File: config.mk
export PLATFORM = sky130hd
export DESIGN_NAME = cdb_arbiter
export DESIGN_NICKNAME = d
export VERILOG_FILES = /design/src/rtl/cdb_arbiter.sv
export SDC_FILE = /design/constraint.sdc
export NUM_CORES = 1
export LEC_CHECK = 0
export ABC_AREA = 0
export CAP_MARGIN = 20
export CORE_ASPECT_RATIO = 1.4
export CORE_MARGIN = 3
export CORE_UTILIZATION = 55
export DETAILED_ROUTE_END_ITERATION = 7
export GPL_ROUTABILITY_DRIVEN = 1
export PLACE_DENSITY = 0.87
export SYNTH_ARGS = -nofsm -noshare
export SYNTH_HDL_FRONTEND = slang
export SYNTH_SLANG_ARGS = --single-unit
File: constraint.sdc
create_clock -name clk -period 8.2 [get_ports clk]
set_input_delay 0.82 -clock clk [delete_from_list [all_inputs] [get_ports clk]]
set_output_delay 0.82 -clock clk [all_outputs]
set_load 0.05 [all_outputs]
File: src/rtl/cdb_arbiter.sv
// Result-bus arbiter: per-source skid FIFOs feeding a round-robin grant onto
// a registered CDB. Sources are ALU (index 0) and LSB (index 1).

module cdb_skid_fifo #(
    parameter int W     = 36,
    parameter int DEPTH = 4,
    localparam int PW   = $clog2(DEPTH),
    localparam int CW   = PW + 1
) (
    input  logic          clk,
    input  logic          rst,
    input  logic          en,
    input  logic          flush,
    input  logic          push,
    input  logic          pop,
    input  logic [W-1:0]  din,
    output logic [W-1:0]  head,
    output logic [CW-1:0] count,
    output logic          full
);
    logic [DEPTH-1:0][W-1:0] mem_q, mem_d;
    logic [PW-1:0]           head_q, head_d, tail_q, tail_d;
    logic [CW-1:0]           cnt_q, cnt_d;
    logic                    do_pop, do_push;

    assign full  = (cnt_q == CW'(DEPTH));
    assign count = cnt_q;
    assign head  = mem_q[head_q];

    always_comb begin
        mem_d   = mem_q;
        head_d  = head_q;
        tail_d  = tail_q;
        cnt_d   = cnt_q;
        do_pop  = pop && (cnt_q != '0);
        // A full FIFO still accepts a push when its head leaves on the same edge.
        do_push = push && (!full || do_pop);
        if (flush) begin
            head_d = '0;
            tail_d = '0;
            cnt_d  = '0;
        end else begin
            if (do_push) begin
                mem_d[tail_q] = din;
                tail_d        = tail_q + PW'(1);
            end
            if (do_pop)
                head_d = head_q + PW'(1);
            cnt_d = cnt_q + CW'(do_push) - CW'(do_pop);
        end
    end

    always_ff @(posedge clk) begin
        if (rst) begin
            head_q <= '0;
            tail_q <= '0;
            cnt_q  <= '0;
        end else if (en) begin
            head_q <= head_d;
            tail_q <= tail_d;
            cnt_q  <= cnt_d;
        end
    end

    always_ff @(posedge clk) begin
        if (en)
            mem_q <= mem_d;
    end
endmodule

module cdb_arbiter #(
    parameter int ROB_W = 4,
    parameter int DEPTH = 4
) (
    input  logic             clk,
    input  logic             rst,
    input  logic             rdy,
    input  logic             clear,
    input  logic             alu_valid,
    input  logic [ROB_W-1:0] alu_rob_id,
    input  logic [31:0]      alu_value,
    output logic             alu_stall,
    input  logic             lsb_valid,
    input  logic [ROB_W-1:0] lsb_rob_id,
    input  logic [31:0]      lsb_value,
    output logic             lsb_stall,
    output logic             cdb_valid,
    output logic [ROB_W-1:0] cdb_rob_id,
    output logic [31:0]      cdb_value,
    output logic             cdb_src,
    output logic             err_overflow
);
    localparam int DW = ROB_W + 32;
    localparam int CW = $clog2(DEPTH) + 1;

    logic [1:0]          in_valid, has_fifo, cand, took, push, pop, full, ovf;
    logic [1:0][DW-1:0]  in_data, head, cand_data;
    logic [1:0][CW-1:0]  cnt;
    logic                any_grant, win;

    logic             cdb_valid_q, cdb_valid_d;
    logic [ROB_W-1:0] cdb_rob_id_q, cdb_rob_id_d;
    logic [31:0]      cdb_value_q, cdb_value_d;
    logic             cdb_src_q, cdb_src_d;
    logic             rr_last_q, rr_last_d;
    logic             err_q, err_d;

    assign in_valid = {lsb_valid, alu_valid};
    assign in_data  = {{lsb_rob_id, lsb_value}, {alu_rob_id, alu_value}};

    for (genvar s = 0; s < 2; s++) begin : g_src
        cdb_skid_fifo #(.W(DW), .DEPTH(DEPTH)) u_fifo (
            .clk   (clk),
            .rst   (rst),
            .en    (rdy),
            .flush (clear),
            .push  (push[s]),
            .pop   (pop[s]),
            .din   (in_data[s]),
            .head  (head[s]),
            .count (cnt[s]),
            .full  (full[s])
        );
    end

    assign alu_stall = (cnt[0] >= CW'(DEPTH - 1));
    assign lsb_stall = (cnt[1] >= CW'(DEPTH - 1));

    // Candidate is the FIFO head if queued, otherwise the live input (bypass).
    always_comb begin
        has_fifo  = '0;
        cand      = '0;
        cand_data = '0;
        took      = '0;
        push      = '0;
        pop       = '0;
        ovf       = '0;
        for (int s = 0; s < 2; s++) begin
            has_fifo[s]  = (cnt[s] != '0);
            cand[s]      = has_fifo[s] | in_valid[s];
            cand_data[s] = has_fifo[s] ? head[s] : in_data[s];
        end
        any_grant = |cand;
        win       = (&cand) ? ~rr_last_q : cand[1];
        for (int s = 0; s < 2; s++) begin
            took[s] = any_grant && (win == s[0]);
            pop[s]  = took[s] && has_fifo[s];
            push[s] = in_valid[s] && !(took[s] && !has_fifo[s]);
            ovf[s]  = push[s] && full[s] && !pop[s];
        end
    end

    always_comb begin
        cdb_valid_d  = cdb_valid_q;
        cdb_rob_id_d = cdb_rob_id_q;
        cdb_value_d  = cdb_value_q;
        cdb_src_d    = cdb_src_q;
        rr_last_d    = rr_last_q;
        err_d        = err_q;
        if (clear) begin
            cdb_valid_d  = 1'b0;
            cdb_rob_id_d = '0;
            cdb_value_d  = '0;
            cdb_src_d    = 1'b0;
        end else begin
            cdb_valid_d = any_grant;
            if (any_grant) begin
                {cdb_rob_id_d, cdb_value_d} = cand_data[win];
                cdb_src_d = win;
                rr_last_d = win;
            end
            err_d = err_q | (|ovf);
        end
    end

    always_ff @(posedge clk) begin
        if (rst) begin
            cdb_valid_q  <= 1'b0;
            cdb_rob_id_q <= '0;
            cdb_value_q  <= '0;
            cdb_src_q    <= 1'b0;
            rr_last_q    <= 1'b1;
            err_q        <= 1'b0;
        end else if (rdy) begin
            cdb_valid_q  <= cdb_valid_d;
            cdb_rob_id_q <= cdb_rob_id_d;
            cdb_value_q  <= cdb_value_d;
            cdb_src_q    <= cdb_src_d;
            rr_last_q    <= rr_last_d;
            err_q        <= err_d;
        end
    end

    assign cdb_valid    = cdb_valid_q;
    assign cdb_rob_id   = cdb_rob_id_q;
    assign cdb_value    = cdb_value_q;
    assign cdb_src      = cdb_src_q;
    assign err_overflow = err_q;
endmodule

# ---- Word-level counts from Yosys, hierarchy flattened
# Index checks and enable logic that the tools add are counted.
dict set report totals {
  out_inout_bits 41
  reg_bits 342
  word_cells 124
}
dict set report op_classes {
  bitwise 6
  muxes 32
  reduce_logical 47
  magnitude_cmp 9
  add_sub_neg 8
  eq_ne 2
}
# cell count
set ops {}
lappend ops {{$bwmux 144} 2}
lappend ops {{$mux 36} 8}
lappend ops {{$bmux 36 s2} 2}
lappend ops {{$demux 36 s2} 2}
lappend ops {{$mux 32} 2}
lappend ops {{$logic_and 1x1->1} 18}
lappend ops {{$mux 2} 8}
lappend ops {{$reduce_and 2->1} 7}
lappend ops {{$lt 2x3->1 const B} 4}
lappend ops {{$reduce_bool 2->1} 5}
lappend ops {{$reduce_and 3->1} 3}
lappend ops {{$add 2x1->2 const B} 4}
lappend ops {{$logic_not 1->1} 8}
lappend ops {{$mux 4} 2}
lappend ops {{$add 3x1->3} 2}
lappend ops {{$eq 3x3->1 const B} 2}
lappend ops {{$ge 3x2->1 const B} 2}
lappend ops {{$mux 3} 2}
lappend ops {{$reduce_bool 3->1} 2}
lappend ops {{$sub 3x1->3} 2}
lappend ops {{$ge 2x1->1 const B} 2}
lappend ops {{$mux 1} 4}
lappend ops {{$reduce_or 2->1} 2}
lappend ops {{$not 1->1} 3}
lappend ops {{other kinds (3)} 6}

# ---- Longest topological paths before layout
# Gate-level depths: netlist of the first run.
dict set report depth {
  depth_word 13
  depth_mapped 13
}

# ---- By module
# From an unflattened synthesis of the first run, not the netlist that was laid out.
dict set report hier_totals {
  cells_unflattened 837
  area_unflattened_um2 13968.4
}
# mod area_per_inst_um2 n_inst cells_per_inst
set by_module_without_submodules {}
lappend by_module_without_submodules {cdb_skid_fifo 5695.5 2 249}
lappend by_module_without_submodules {cdb_arbiter 2577.5 1 339}

# ---- Worst setup path before layout of the first run
# OpenSTA, ideal clock, no wires.
dict set report synth_path {
  path_kind {input-to-reg}
  startpoint {input lsb_valid}
  endpoint {register g_src[0].u_fifo.mem_q[0] (netlist name), enable pin}
  path_buffers 1
  stages 5
  setup_ns 0.397
  slack_ns 4.990
  t_arrival_ns 2.813
  cell_sequence {or4_4 -> buf_6 -> mux2i_1 -> nor2_1 -> and3_1}
}
dict set report synth_between {
  elab_chain_len 10
  elab_cells_between_ends 14
  cone_classes {mux (1); bitwise (2); reduce/logical (11)}
}
# item line_no
set synth_rtl {}
lappend synth_rtl {{start, declared} 83} ;# input logic lsb_valid,
lappend synth_rtl {{$or 1x1->1 (*)} 140} ;# cand[s] = has_fifo[s] | in_valid[s];
lappend synth_rtl {{$reduce_and 2->1} 144} ;# win = (&cand) ? ~rr_last_q : cand[1];
lappend synth_rtl {{$mux 1} 144}
lappend synth_rtl {{$not 1->1} 146} ;# took[s] = any_grant && (win == s[0]);
lappend synth_rtl {{$logic_and 1x1->1 (*)} 146}
lappend synth_rtl {{$logic_and 1x1->1, on equally long branches} {148, 147}}
lappend synth_rtl {{$logic_not 1->1 or $logic_and 1x1->1 (tied branches)} {148, 35}}
lappend synth_rtl {{$logic_and 1x1->1 or $logic_or 1x1->1 (tied branches)} {148, 37}}
lappend synth_rtl {{$logic_and 1x1->1 (*)} 37} ;# do_push = push && (!full || do_pop);
lappend synth_rtl {{$reduce_and 3->1 (no line) (*)} n/a}
lappend synth_rtl {{end signal, assigned} 67} ;# mem_q <= mem_d;
lappend synth_rtl {{end, declared} 21} ;# logic [DEPTH-1:0][W-1:0] mem_q, mem_d;
# Mark *: on every way between the ends. The rest lies on a longest branch, timed or not.
# A chain may end at the register's enable or synchronous reset.

# ---- Worst setup path in the final report of the first run
dict set report layout_path {
  startpoint {input lsb_valid}
  endpoint {register g_src[0].u_fifo.mem_q[68] (netlist name), enable pin}
}
# Same word-level chain as after synthesis.

==> results of run 1 <==
## tightest hold or removal path, cell delays in order, from the launching register on
cell and delay, ns:
dfxtp_1 0.32, nand2_1 0.05, o41ai_1 0.06
## power groups by stage
stage	Clock (mW)	Sequential [mW]	Combinational [mW]
finish	1.49	1.92	0.301
global route	1.56	1.92	0.320
CTS	1.50	1.92	0.299
detailed placement	0	1.96	0.293
global placement	0	1.95	0.285
floorplan	0	1.99	0.131
## worst paths after layout
path                                          to  cells past startpoint
max reg2reg  g_src[0].u_fifo.mem_q[68]$_DFFE_PP_                      5
min reg2reg           cdb_value[30]$_SDFFE_PP0P_                      2
max          g_src[0].u_fifo.mem_q[68]$_DFFE_PP_                      6
min                   cdb_value[30]$_SDFFE_PP0P_                      2
## cells by family after synthesis
logic type	Yosys count
and+or+nand+nor	215
DFF	342
adders and majority gates	16
AOI/OAI and AO/OA	138
buffers and inverters	81
xor gates and xnor gates	2
muxes	74
## placed cells by master (no fill, tap or decap), drive strengths merged, types with 22 or more instances in the layout
| cell | Yosys | layout |
|---|---|---|
| inv | 18 | 22 |
| o31ai | 28 | 28 |
| clkdlybuf4s50 | 0 | 118 |
| o2bb2ai | 28 | 28 |
| mux4 | 72 | 72 |
| and3 | 44 | 44 |
| nand2 | 119 | 119 |
| nor2 | 27 | 27 |
| clkbuf | 35 | 40 |
| o21ai | 36 | 36 |
| dfxtp | 54 | 54 |
| edfxtp | 288 | 288 |
## sequential cells by signal, indices dropped and copies added, names as in the netlist
name and count:
cdb_rob_id 4, cdb_src 1, cdb_valid 1, cdb_value 32
err_overflow 1, g_src.u_fifo.count 6, g_src.u_fifo.head_q 4, g_src.u_fifo.mem_q 288
g_src.u_fifo.tail_q 4, rr_last_q 1
## layer usage
metal  track usage [%]  up-vias
met5                 0        -
met4              6.89        0
met3              2.81       71
met2              38.3      429
met1              31.4     4119
li1                  -     3631
## cell type report
class / instances / area (um^2)
timing repair buffer: 138 / 1330
inverter: 19 / 71.3
tap: 315 / 394
fill: 1571 / 8300
clock inverter: 15 / 166
sequential: 342 / 9730
multi-input combinational: 445 / 3940
clock buffer: 40 / 912
## through the flow
step,hold slack (ns),instance area [um^2]
final,0.464,16500
after global routing,0.490,16500
after CTS,0.462,16500
after detailed placement,0.446,15500
after global placement,0.440,15500
after floorplan,0.515,14000
==> metrics.csv, run 1 <==
metric;value;unit
synth.most_common_cell;edfxtp_1;
synth-adder-area-share;1.53;%
power.share.switching;21.9;%
worst-r2r-setup-slack;4.90;ns
wl_met1;11.7;mm
fin_nets;1070;
worst_setup_path_startpoint;lsb_valid;
post-route-drc-count;0;
die_y;195;um
timing.critical_path.required;8.41;ns
dieWidth;141;um
tritoncts;yes;
post-route-worst-setup-slack;4.47;ns
worst_ir_drop_vdd;0.175;mV
total_neg_setup_slack;0;ns
cp-start-kind;primary input;
hp-class;reg -> reg;
dp_hpwl;19.3;mm
standard_cell_with_the_maximum_stage_delay_on_the_critical_path;and3_1;
timing.final.crit_share;45.5;%
clk_latency;0.55;ns
grt_antenna_before_repair;0;
syn-mean-instance-area;16.2;um^2
num_antenna_cells;0;
route.antenna.remaining_nets;0;
vias;8250;
tritoncts_buffer_count;30;
classification_of_the_worst_setup_path;in -> reg;
setup_repair_after_global_routing_missed_its_margin;false;
synth_cell_types;52;
finalClockSkew;0.0169;ns
cts.hold.buffers_added;0;
drive_above_1_share;15.9;%
cp_top_delay_family;simple AND/OR/NAND/NOR gates;
power_per_cell_area;224;nW/um^2
hold_violation_count_in_the_final_report;0;
cts-htree-levels;1;
max_freq;268;MHz
hold_path_startpoint;cdb_value[30]$_SDFFE_PP0P_;
leakage;5.45;nW
comb_pwr_share;8.1;%
first_iter_violations;1144;
asyncSetResetFlopFracSynth;0;%
synthesis.yosys.warnings;0;
post_synth_top_area_cell;edfxtp_1;
overflow;0;
clock-sinks;342;
synth_top_flop_cell;edfxtp_1;
ys_ff_latch;342;
synth_simple_gate_area_share;7.06;%
dp_worst_setup_slack;3.98;ns
number_of_violations_of_the_max_capacitance_limit;0;
maxSlewHeadroom;25.4;%
total_switching_power;0.812;mW
synth.top_cells.by_count;edfxtp_1 (288), nand2_1 (119), mux4_2 (72);
post_synth_mux_area_share;11.7;%
run_status;complete, no violations;
totalPowerFinal;3.71;mW
synth_seq_area_share;69.4;%
worst-endpoint-arrival;3.94;ns
r2r_start;g_src[0].u_fifo.count[1]$_SDFFE_PP0P_;
ratio_of_routed_vias_to_standard_cells;6.28;
clock_power_share;40.1;%
number_of_nets_produced_by_synthesis;962;
drt_wl_total;31.4;mm
number_of_global_route_vias_before_repair;8374;
grt_first_pass_wirelength;48.8;mm
cts_setup_buffers;0;
placementRows;68;
post_synth_inst_count;868;
slew_violations;0;
floorplan.io_pins;119;
place_inst;1259;
timing.critical_path.to_type;flip-flop;
synth.top_cells.by_area;edfxtp_1 (62%), mux4_2 (12%), dfxtp_1 (7.7%), nand2_1 (3.2%), and3_1 (2.0%);
post-route-util;66.6;%
p_seq_share;51.8;%
mappedNetlistArea;14000;um^2
dieArea;27500;um^2
synth-edff-count;288;
finish.cell_count_without_fillers;1314;
tightestPinTransition;1.11;ns
cts_root_buffer;clkbuf_16;
final-setup-viol-count;0;
critical_path_buf_inv_count;2;
routability_cong;0.862;
synth_top_cell_area_share;61.7;%
grt_start_max_net_pins;41;
synth_xor_xnor_area_share;0.125;%
cell_internal_pwr;2.89;mW
track_usage;22.7;%
main_combinational_cell_family_by_area_after_synthesis;multiplexers;
drt-wirelength-per-cell;23.9;um
max_stage_delay;0.70;ns
port_buffers;118;
synthToLayoutAreaGrowth;17.9;%
cts_buffer_depth;3;
floorplan.core_area;24800;um^2
drt-pass1-iter-count;6;
cts_resized;0;
met3_routed_wirelength;2.34;mm
worst_setup_hold_path_clk_slew;0.06;ns
crit_chain;clkdlybuf4s50_1 -> or4_4 -> mux2i_1 -> nor2_1 -> and3_1 -> buf_4;
synth_compound_gate_area_share;7.57;%
fin_crit;3.73;ns
top_layer_used;met4;
detailroute.wirelength.met2;16.4;mm
start_util;56.5;%
crit_fanout;23;
Note: power is estimated with default switching activity, not from simulation.
==> inputs of run 2 (changes only) <==
- CORE_UTILIZATION: 55 -> 52
- clock period: 8.2 -> 3.3 ns (I/O delays scaled with it)
==> metrics.csv, run 2 (synthesis results as in run 1) <==
metric;value;unit;change
place_inst;1317;;+4.6%
post-route-worst-setup-slack;0.485;ns;-3.99 ns
dp_worst_setup_slack;0.177;ns;-3.81 ns
overflow;0;;unchanged
timing.critical_path.required;3.73;ns;-4.68 ns
placed_area;15700;um^2;+1.4%
clock-sinks;342;;unchanged
total_neg_setup_slack;0;ns;unchanged
post-route-util;63.3;%;-3.3 points
hp-class;in -> reg;;
synthToLayoutAreaGrowth;18.9;%;
drive_above_1_share;17.0;%;+1.1 points
start_util;53.2;%;-3.3 points
drt-wirelength-per-cell;23.0;um;-3.4%
placementRows;70;;+2.9%
dieArea;29000;um^2;+5.6%
tritoncts_buffer_count;29;;-3.3%
finish.cell_count_without_fillers;1372;;+4.4%
track_usage;21.9;%;-0.83 points
largest-register;g_src.u_fifo.mem_q;;
worst_setup_hold_path_clk_slew;0.07;ns;about the same
vias;8275;;+0.30%
power_per_cell_area;542;nW/um^2;+140%
die_y;200;um;+2.8%
leakage;5.49;nW;+0.61%
hold_violation_count_in_the_final_report;0;;unchanged
final-setup-viol-count;0;;unchanged
grt_first_pass_wirelength;49.5;mm;+1.6%
cts_setup_buffers;0;;unchanged
final_instance_area;16700;um^2;+0.85%
setup_repair_after_global_routing_missed_its_margin;false;;
timing.final.crit_share;85.3;%;
number_of_global_route_vias_before_repair;8659;;+3.4%
ratio_of_routed_vias_to_standard_cells;6.03;;-3.9%
fin_crit;2.82;ns;
drt_wl_total;31.6;mm;+0.85%
slew_violations;0;;unchanged
clk_latency;0.56;ns;about the same
cts.hold.buffers_added;0;;unchanged
grt_start_max_net_pins;39;;-4.9%
layout_common_cells;edfxtp_1 (288), nand2_1 (119), clkdlybuf4s50_1 (118);;
floorplan.io_pins;119;;unchanged
drt-pass1-iter-count;5;;-1
timing.critical_path.to_type;flip-flop;;
crit_fanout;11;;-52%
classification_of_the_worst_setup_path;reg -> reg;;
maxSlewHeadroom;40.9;%;+16 points
grt_antenna_before_repair;1;;+1
cts_buffer_depth;3;;unchanged
run_status;complete, no violations;;
fin_nets;1082;;+1.1%
max_freq;355;MHz;
worst_ir_drop_vdd;0.417;mV;+140%
route.antenna.remaining_nets;0;;unchanged
dieWidth;145;um;+2.7%
cts-htree-levels;1;;unchanged
routability_cong;0.892;;+3.5%
totalPowerFinal;9.05;mW;+140%
dp_hpwl;20.9;mm;+8.7%
cp-start-kind;flip-flop;;
finalClockSkew;0.0119;ns;-0.00499 ns
post-route-drc-count;0;;unchanged
cts_resized;0;;unchanged
hold_ws;0.434;ns;-0.0300 ns
tightestPinTransition;0.879;ns;-0.232 ns
final_common_cell;edfxtp_1;;
tritoncts;yes;;
number_of_violations_of_the_max_capacitance_limit;0;;unchanged
first_iter_violations;808;;-29%
port_buffers;118;;unchanged
cts_root_buffer;clkbuf_16;;
worst-endpoint-arrival;3.25;ns;-0.69 ns
floorplan.core_area;26400;um^2;+6.1%
largest_reg_flops;288;;unchanged
run 2: worst paths after layout:
check,slack (ns),startpoint,endpoint,cells after the start
hold reg to reg,0.47,cdb_value[17]$_SDFFE_PP0P_,cdb_value[17]$_SDFFE_PP0P_,2
setup reg to reg,0.48,g_src[0].u_fifo.count[0]$_SDFFE_PP0P_,g_src[1].u_fifo.count[2]$_SDFFE_PP0P_,11
hold / removal,0.43,alu_value[18],g_src[0].u_fifo.mem_q[18]$_DFFE_PP_,1
setup / recovery,0.48,g_src[0].u_fifo.count[0]$_SDFFE_PP0P_,g_src[1].u_fifo.count[2]$_SDFFE_PP0P_,11
run 2: worst max-delay path, cell delays in order, from the launching register on:
cell,delay [ns]
dfxtp_1,0.44
o41ai_4,0.62
nand2_1,0.17
inv_2,0.12
ha_1,0.23
inv_1,0.06
ha_1,0.17
inv_1,0.08
fa_1,0.40
xnor2_1,0.14
a22oi_1,0.19
nor2_1,0.07
run 2: area by class of cell:
class	count	area, um^2
sequential	342	9730
fill	1723	9680
multi-input combinational	445	3940
timing repair buffer	151	1490
clock buffer	34	787
tap	360	450
clock inverter	20	214
inverter	19	71.3
antenna	1	2.50
run 2: power breakdown:
part,internal (mW),switching (mW),leakage (nW)
Clock,1.97,1.55,0.486
Sequential,4.72,0.0394,3.03
Combinational,0.292,0.466,1.97
run 2: metal layers:
| metal | vias up | global-route usage [%] | share of wire (%) |
|---|---|---|---|
| met5 | - | 0 | 0 |
| met4 | 0 | 7.93 | 3.9 |
| met3 | 85 | 3.44 | 7.4 |
| met2 | 386 | 36.7 | 52 |
| met1 | 4164 | 29.0 | 36 |
| li1 | 3640 | - | - |
==> inputs of run 3 (changes only) <==
- GPL_TIMING_DRIVEN: unset -> 0
==> metrics.csv, run 3 (synthesis results as in run 1) <==
metric;value;unit;change
grt_start_max_net_pins;34;;-13%
max_stage_delay;0.58;ns;-0.04 ns
floorplan.core_area;26400;um^2;unchanged
critical_path_buf_inv_count;4;;+1
classification_of_the_worst_setup_path;reg -> reg;;
standard_cell_with_the_maximum_stage_delay_on_the_critical_path;o41ai_4;;
maxSlewHeadroom;25.9;%;-15 points
fin_crit;3.07;ns;+0.254 ns
drt-wirelength-per-cell;23.7;um;+3.0%
hp-class;in -> reg;;
worst_setup_hold_path_clk_slew;0.07;ns;about the same
synthToLayoutAreaGrowth;20.9;%;
fin_nets;1122;;+3.7%
ratio_of_routed_vias_to_standard_cells;6.15;;+1.9%
dp_hpwl;22.4;mm;+6.8%
r2r_cells;12;;+1
dieArea;29000;um^2;unchanged
cp-start-kind;flip-flop;;
floorplan.io_pins;119;;unchanged
clock-sinks;342;;unchanged
timing.critical_path.required;3.75;ns;+0.02 ns
largest-register;g_src.u_fifo.mem_q;;
clk_latency;0.57;ns;about the same
crit_fanout;10;;-1
routability_cong;0.905;;+1.4%
worst-endpoint-arrival;3.52;ns;+0.27 ns
final-setup-viol-count;0;;unchanged
critical_path_cell_count;12;;+1
cp_top_delay_family;adder cells;;
grt_first_pass_wirelength;51.2;mm;+3.3%
drive_above_1_share;16.8;%;-0.20 points
cts_root_buffer;clkbuf_16;;
met3_routed_wirelength;2.84;mm;+21%
top_layer_used;met5;;
tritoncts_buffer_count;31;;+6.9%
final_common_cell;edfxtp_1;;
setup_repair_after_global_routing_missed_its_margin;false;;
cts_buffer_depth;3;;unchanged
max_freq;326;MHz;-8.3%
first_iter_violations;1056;;+31%
slew_violations;0;;unchanged
vias;8700;;+5.1%
track_usage;22.9;%;+1.0 points
totalPowerFinal;9.51;mW;+5.2%
cts-htree-levels;1;;unchanged
post-route-drc-count;0;;unchanged
finalClockSkew;0.0215;ns;+0.00961 ns
hold_violation_count_in_the_final_report;0;;unchanged
leakage;5.59;nW;+2.0%
port_buffers;115;;-2.5%
grt_antenna_before_repair;3;;+2
power_per_cell_area;561;nW/um^2;+3.4%
largest_reg_flops;288;;unchanged
dieWidth;145;um;unchanged
timing.final.crit_share;93.0;%;+7.7 points
number_of_violations_of_the_max_capacitance_limit;0;;unchanged
route.antenna.remaining_nets;0;;unchanged
run_status;complete, no violations;;
hold_ws;0.193;ns;-0.241 ns
die_y;200;um;unchanged
worstHoldPathCells;2;;+1
detailroute.wirelength.met2;17.3;mm;+4.6%
worst-r2r-setup-slack;0.23;ns;-0.25 ns
tightestPinTransition;1.10;ns;+0.223 ns
start_util;53.2;%;unchanged
crit_chain;clkbuf_1 -> o41ai_4 -> nand2_1 -> inv_2 -> ha_1 -> inv_1 -> ha_1 -> inv_1 -> fa_1 -> nor2_1 -> a21oi_1 -> nor2_1;;
tritoncts;yes;;
drt-pass1-iter-count;6;;+1
number_of_global_route_vias_before_repair;8736;;+0.89%
drt_wl_total;33.6;mm;+6.2%
worst_ir_drop_vdd;0.423;mV;+1.4%
wl_met1;12.1;mm;+5.2%
overflow;0;;unchanged
layout_common_cells;edfxtp_1 (288), nand2_1 (119), clkdlybuf4s50_1 (115);;
placementRows;70;;unchanged
timing.critical_path.to_type;flip-flop;;
-- run 3: where the power goes --
part / switching (mW) / leakage, nW / total, mW / internal [mW]
clock: 1.59 / 0.550 / 3.96 / 2.37
sequential: 0.0331 / 3.03 / 4.76 / 4.73
combinational: 0.494 / 2.01 / 0.798 / 0.304
-- run 3: timing repair --
action                     4_1_cts  5_1_grt
resized for setup                0        1
setup buffers                    0        4
hold buffers                     0        0
setup endpoints to repair        0        4
-- run 3: path summary, 6_finish.rpt --
path / endpoint / from
setup / recovery: g_src[1].u_fifo.count[1]$_SDFFE_PP0P_ / g_src[0].u_fifo.count[1]$_SDFFE_PP0P_
hold / removal: g_src[0].u_fifo.tail_q[1]$_SDFFE_PP0P_ / rst
hold reg to reg: cdb_value[24]$_SDFFE_PP0P_ / cdb_value[24]$_SDFFE_PP0P_
setup reg to reg: g_src[1].u_fifo.count[1]$_SDFFE_PP0P_ / g_src[0].u_fifo.count[1]$_SDFFE_PP0P_
-- run 3: through the flow --
stage	instances	TNS, ns	setup slack, ns	util, %	instance area, um^2
2_1_floorplan	868	0	0.386	-	14000
3_3_place_gp	1343	-171.88	-0.822	59.3	15600
3_5_place_dp	1351	-0.0675	-0.0374	59.9	15800
4_1_cts	1409	0	0.0633	64.2	16900
5_1_grt	1415	0	0.0361	64.3	17000
6_report	1415	0	0.231	64.3	17000
-- run 3: worst reg2reg max path, cell delays in order, from the launching register on --
cell and delay, ns:
dfxtp_1 0.35, clkbuf_1 0.25, o41ai_4 0.58, nand2_1 0.36
inv_2 0.18, ha_1 0.24, inv_1 0.06, ha_1 0.13
inv_1 0.05, fa_1 0.52, nor2_1 0.05, a21oi_1 0.13
nor2_1 0.05
-- run 3: routing by layer --
metal  GRT usage (%)  vias to the layer above
li1                -                     3752
met1            30.7                     4356
met2            37.5                      481
met3            3.56                      109
met4            9.50                        2
met5               0                        -
-- run 3: area by class of cell --
cell class | instances | area (um^2)
diodes | 2 | 5.00
plain buffers | 62 | 299
clock buffers | 37 | 798
clock inverters | 21 | 329
fillers | 1710 | 9400
inverters | 19 | 71.3
multi-input cells | 445 | 3940
flip-flops and latches | 342 | 9730
well taps | 360 | 450
repair buffers | 127 | 1340
